`src/rtl/dma_utils_pkg.sv`:
```
// Shared types and constants for the DMA accelerator wrapper stages.
// DMA_DATA_WIDTH sets the DMA word width used as the default input width.
`ifndef DMA_DATA_WIDTH
`define DMA_DATA_WIDTH 32
`endif

package dma_utils_pkg;

    typedef enum logic [1:0] {UNPK_IDLE, UNPK_RUN, UNPK_DONE} dma_unpk_st_t;

    localparam int DMA_UNPK_OUT_W = 8;

    // Lane-index width; keeps at least one bit when there is a single lane.
    function automatic int dma_lane_w(input int ratio);
        return (ratio > 1) ? $clog2(ratio) : 1;
    endfunction

endpackage

```
`src/rtl/dma_stream_unpacker.sv`:
```
// dma_stream_unpacker: splits DMA words into framed narrow beats, lane 0 first.
// Optional booleanised output enabled by defining DMA_UNPACK_BOOL_EN.
module dma_stream_unpacker
    import dma_utils_pkg::*;
#(
    parameter int DATA_W = `DMA_DATA_WIDTH,
    parameter int OUT_W  = DMA_UNPK_OUT_W,
    parameter int LEN_W  = 16
) (
    input  logic              clk,
    input  logic              rst,
    input  logic              start_i,
    input  logic              abort_i,
    input  logic [LEN_W-1:0]  frame_len_i,
    input  logic [DATA_W-1:0] s_data_i,
    input  logic              s_valid_i,
    output logic              s_ready_o,
    output logic [OUT_W-1:0]  m_data_o,
    output logic              m_valid_o,
    input  logic              m_ready_i,
    output logic              m_last_o,
    output logic              busy_o,
    output logic              frame_done_o
`ifdef DMA_UNPACK_BOOL_EN
    ,
    input  logic [OUT_W-1:0]  thresh_i,
    output logic              m_bool_o
`endif
);

    localparam int RATIO  = DATA_W / OUT_W;
    localparam int LANE_W = dma_lane_w(RATIO);

    if ((DATA_W % OUT_W) != 0) begin : g_bad_ratio
        $error("dma_stream_unpacker: DATA_W must be a multiple of OUT_W");
    end

    dma_unpk_st_t      r_state;
    dma_unpk_st_t      w_next_state;
    logic [DATA_W-1:0] r_word;
    logic [LANE_W-1:0] r_lane;
    logic              r_full;
    logic [LEN_W-1:0]  r_beats_left;
    logic [LEN_W-1:0]  r_words_left;

    logic              w_run;
    logic              w_out_fire;
    logic              w_in_fire;
    logic              w_lane_end;
    logic              w_start_run;
    logic [LEN_W:0]    w_len_ext;
    logic [LEN_W-1:0]  w_words;

    // Word count rounded up; one extra bit so the rounding add cannot wrap.
    assign w_len_ext   = {1'b0, frame_len_i} + (LEN_W+1)'(RATIO - 1);
    assign w_words     = LEN_W'(w_len_ext / (LEN_W+1)'(RATIO));

    assign w_run       = (r_state == UNPK_RUN);
    assign w_lane_end  = (r_lane == LANE_W'(RATIO - 1));
    assign w_out_fire  = m_valid_o & m_ready_i;
    assign w_in_fire   = s_ready_o & s_valid_i;
    assign w_start_run = (r_state == UNPK_IDLE) & start_i & (frame_len_i != '0);

    // Refill is allowed in the same cycle the last lane drains.
    assign s_ready_o    = w_run & (r_words_left != '0) & (~r_full | (w_out_fire & w_lane_end));
    assign m_valid_o    = r_full & w_run;
    assign m_data_o     = r_word[r_lane*OUT_W +: OUT_W];
    assign m_last_o     = (r_beats_left == LEN_W'(1));
    assign busy_o       = (r_state != UNPK_IDLE);
    assign frame_done_o = (r_state == UNPK_DONE);

`ifdef DMA_UNPACK_BOOL_EN
    assign m_bool_o = m_valid_o & (m_data_o >= thresh_i);
`endif

    // State register.
    always_ff @(posedge clk or posedge rst) begin
        if (rst) begin
            r_state <= UNPK_IDLE;
        end else begin
            r_state <= w_next_state;
        end
    end

    // Next-state logic; abort overrides every other transition.
    always_comb begin
        w_next_state = r_state;
        case (r_state)
            UNPK_IDLE: begin
                if (start_i) begin
                    w_next_state = (frame_len_i != '0) ? UNPK_RUN : UNPK_DONE;
                end
            end
            UNPK_RUN: begin
                if (w_out_fire & m_last_o) begin
                    w_next_state = UNPK_DONE;
                end
            end
            UNPK_DONE: w_next_state = UNPK_IDLE;
            default:   w_next_state = UNPK_IDLE;
        endcase
        if (abort_i) begin
            w_next_state = UNPK_IDLE;
        end
    end

    // Holding register, lane pointer and frame counters.
    always_ff @(posedge clk or posedge rst) begin
        if (rst) begin
            r_word       <= '0;
            r_lane       <= '0;
            r_full       <= 1'b0;
            r_beats_left <= '0;
            r_words_left <= '0;
        end else if (abort_i) begin
            r_word       <= '0;
            r_lane       <= '0;
            r_full       <= 1'b0;
            r_beats_left <= '0;
            r_words_left <= '0;
        end else if (w_start_run) begin
            r_lane       <= '0;
            r_full       <= 1'b0;
            r_beats_left <= frame_len_i;
            r_words_left <= w_words;
        end else if (w_run) begin
            // A refill only coincides with a drain on the final lane, so it
            // simply overrides the lane/full update of that drain.
            if (w_in_fire) begin
                r_word       <= s_data_i;
                r_lane       <= '0;
                r_full       <= 1'b1;
                r_words_left <= r_words_left - 1'b1;
            end else if (w_out_fire) begin
                r_lane <= w_lane_end ? '0 : r_lane + 1'b1;
                if (w_lane_end | m_last_o) begin
                    r_full <= 1'b0;
                end
            end
            if (w_out_fire) begin
                r_beats_left <= r_beats_left - 1'b1;
            end
        end
    end

endmodule

```
`config.mk`:
```
export PLATFORM = sky130hd
export DESIGN_NAME = dma_stream_unpacker
export DESIGN_NICKNAME = d
export VERILOG_FILES = /design/src/rtl/dma_utils_pkg.sv /design/src/rtl/dma_stream_unpacker.sv
export SDC_FILE = /design/constraint.sdc
export NUM_CORES = 1
export LEC_CHECK = 0
export BUFFER_PORTS_ARGS = -buffer_cell sky130_fd_sc_hd__buf_2
export CORE_UTILIZATION = 50
export DETAILED_ROUTE_END_ITERATION = 16
export PLACE_DENSITY = 0.75
export SYNTH_ARGS = -nofsm -noshare
export SYNTH_HDL_FRONTEND = slang
export SYNTH_SLANG_ARGS = --single-unit
```
`constraint.sdc`:
```
create_clock -name clk -period 2.3 [get_ports clk]
set_input_delay 0.23 -clock clk [delete_from_list [all_inputs] [get_ports clk]]
set_output_delay 0.23 -clock clk [all_outputs]
set_load 0.01 [all_outputs]
```
==> impl_metrics.py <==
metrics = {
    "detailed_routing": {
        "drt-initial-drc-count": 254,
        "top_layer": "met4",
        "avgViaCountPerCell": 6.09,
        "final_antenna_net_count": 0,
        "wl_per_cell_um": 17.7,
        "routed_wl_um": 9900,
        "wl_met2_um": 4870,
        "post-route-drc-count": 0,
        "vias": 3409,
        "dr.pass1.iters": 4,
        "met1_length_um": 4240,
        "wl_met3_um": 621,
    },
    "synthesis": {
        "synth-seq-cells": 69,
        "netlist_area_mm2": 0.00389,
        "yosysWarnings": 0,
        "synth.top_cell.area_share_pct": 44.3,
        "synth_cells": 375,
        "async_reset_ff_share_pct": 100,
        "seq_area_frac_synth_pct": 44.3,
        "synthTopCellsByArea": "dfrtp_1 (44%), a22o_1 (7.2%), mux4_2 (4.6%)",
        "synth_most_common_cell": "dfrtp_1",
        "yosysTopAreaCell": "dfrtp_1",
        "yosys_most_used_dff": "dfrtp_1",
        "syn-num-nets": 434,
        "synth_edf_count": 0,
        "ys_types": 60,
        "ys_top_cells_by_count": "dfrtp_1 (69), nor2_1 (36), a22o_1 (32)",
        "syn_avg_cell_area_um2": 10.4,
    },
    "finish": {
        "n_fill_cell": 622,
        "nets": 515,
        "diodes": 0,
        "register_area_mm2": 0.00173,
        "drive_gt1_share_pct": 29.7,
        "multi_input_area_mm2": 0.00209,
        "fin_area_mm2": 0.00474,
        "final_util_pct": 64.0,
        "syn_to_final_growth_pct": 21.7,
    },
    "run": {
        "max_cap_violations": 0,
    },
    "critical_path": {
        "path_buf_inv": 1,
        "required_ps": 2070,
        "path_delay_family": "simple AND/OR/NAND/NOR gates",
        "crit_type": "reg -> out",
        "slowest_delay_ps": 550,
        "worst_path_max_delay_cell": "or4_4",
        "startpoint_type": "flip-flop",
        "crit_path_max_fanout": 4,
        "arrival_ps": 2050,
        "cp-end-kind": "primary output",
        "crit_chain": "or4_4 -> or3b_4 -> nor2_4 -> nor4b_2 -> buf_2",
    },
    "clock_network": {
        "numCtsBuffers": 9,
        "h-tree-depth": 3,
        "cts_root_buffer": "clkbuf_8",
        "clock-sinks": 69,
        "clockBufferDepth": 2,
        "cts_tree": "done",
        "clock_latency_ps": 360,
        "path_clk_slew_ps": 80,
    },
    "global_route": {
        "antenna_found_initial": 0,
        "grt_pass1_vias": 3452,
        "grt_pass1_wl_um": 16700,
        "overflow": 0,
        "grt_use_total_pct": 25.7,
        "grt_max_degree": 33,
    },
    "floorplan": {
        "dieHeight_um": 90.3,
        "rows": 31,
        "start_util_pct": 52.6,
        "io_pins": 67,
        "core_area_mm2": 0.00741,
        "dieArea_mm2": 0.00815,
        "dieWidth_um": 90.3,
    },
    "pwr": {
        "p_per_area_mw_per_mm2": 619,
        "irDropWorstVdd_mv": 0.511,
        "power.leakage_nw": 2.08,
        "p_total_mw": 2.94,
    },
    "timing": {
        "worst_pin_slew_ps": 597,
        "fmax_ghz": 0.438,
        "rsz0062_at_grt": "yes",
        "hold_slack_ps": 85.4,
        "skew_ps": 12.7,
        "maxSlewHeadroom_pct": 60.1,
        "fin_crit_sh_pct": 99.3,
        "tns_ps": 0,
        "period_minus_slack_ps": 2280,
        "slew_viol_final": 0,
        "setup_violations": 0,
        "finalHoldViolations": 0,
    },
    "place": {
        "place_congestion": 0.857,
        "dp_hpwl_um": 7030,
        "io_buffers": 66,
        "placed_area_mm2": 0.00447,
    },
    "hold_path": {
        "hold_class": "in -> reg",
    },
    "run_status": {
        "status": "complete, no violations",
    },
}
## worst register-to-register path, stage by stage, from the launching register on
cell	delay, ps
dfrtp_1	380
or4_4	550
or3b_4	440
o21a_2	280
nor2_2	150
buf_12	200
a22o_1	180
## layout make-up
cell class	instances	area share [%]
Sequential cell	69	36.4
Clock inverter	7	1.74
Timing Repair Buffer	93	12.1
Multi-Input combinational cell	277	44.1
Inverter	6	0.475
Clock buffer	9	2.61
Tap cell	99	2.61
## flip-flops by register name (all words and copies together) (netlist names)
name          flops
r_full            1
r_lane            2
r_word           32
r_words_left     16
r_beats_left     16
r_state           2
## metrics by stage
step	std cells	setup slack (ps)
2_1_floorplan	375	35.1
3_3_place_gp	542	42.2
3_5_place_dp	542	17.6
4_1_cts	559	2.02
5_1_grt	560	-44.6
6_report	560	15.6
## path summary, 6_finish.rpt
path,start,to,slack (ps),cells after the start
worst max-delay path,r_words_left[2],s_ready_o,20,5
worst min-delay path,s_data_i[28],r_word[28],90,2
worst max register to register,r_words_left[2],r_word[23],50,6
worst min register to register,r_word[21],r_word[21],500,1
max in group asynchronous,rst,r_beats_left[5],1190,4
min in group asynchronous,rst,r_word[7],480,3
## where the power goes
group          leakage, nW  internal [mW]  switching, mW
Combinational         1.04          0.246          0.315
Clock                0.105          0.517          0.516
Sequential           0.934           1.28         0.0641
Total                 2.08           2.04          0.895
## cell families after synthesis
family	share of synthesized area, %
xor+xnor	5.85
buf+inv	3.15
compound gates	22.0
mux	4.88
fa+ha+maj	1.61
simple gates	18.2
flops	44.3
## layout by cell type (no fill, tap or decap), drive strengths merged, types with 3 or more instances in the layout
| master | instances |
|---|---|
| a221oi | 3 |
| nor3 | 6 |
| clkbuf | 9 |
| nor4 | 11 |
| or4 | 10 |
| xor2 | 12 |
| nand2 | 21 |
| ha | 5 |
| o211ai | 3 |
| nand3 | 7 |
| xnor2 | 14 |
| and3 | 4 |
| nand4 | 7 |
| a311oi | 6 |
| or3 | 7 |
| o21ai | 8 |
| a21oi | 11 |
| buf | 92 |
| a22o | 32 |
| inv | 9 |
| dfrtp | 69 |
| nand3b | 3 |
| mux4 | 8 |
| clkinv | 3 |
| a211oi | 20 |
| o31ai | 3 |
| o2111ai | 3 |
| nor2 | 38 |
| and4 | 3 |
| a31oi | 3 |
## repair_timing
action / CTS / global route
buffers inserted: 0 / 1
hold endpoints to repair: 25 / 0
gates resized for setup: 2 / 8
pin swaps: 0 / 7
hold buffers: 1 / 0
endpoints found under the setup margin: 1 / 43
## layer usage
| metal | track usage, % | vias to the layer above |
|---|---|---|
| met5 | 0 | - |
| met4 | 9.27 | 0 |
| met3 | 5.89 | 18 |
| met2 | 40.5 | 123 |
| met1 | 35.0 | 1651 |
| li1 | - | 1617 |
(Power assumes the default switching activity.)
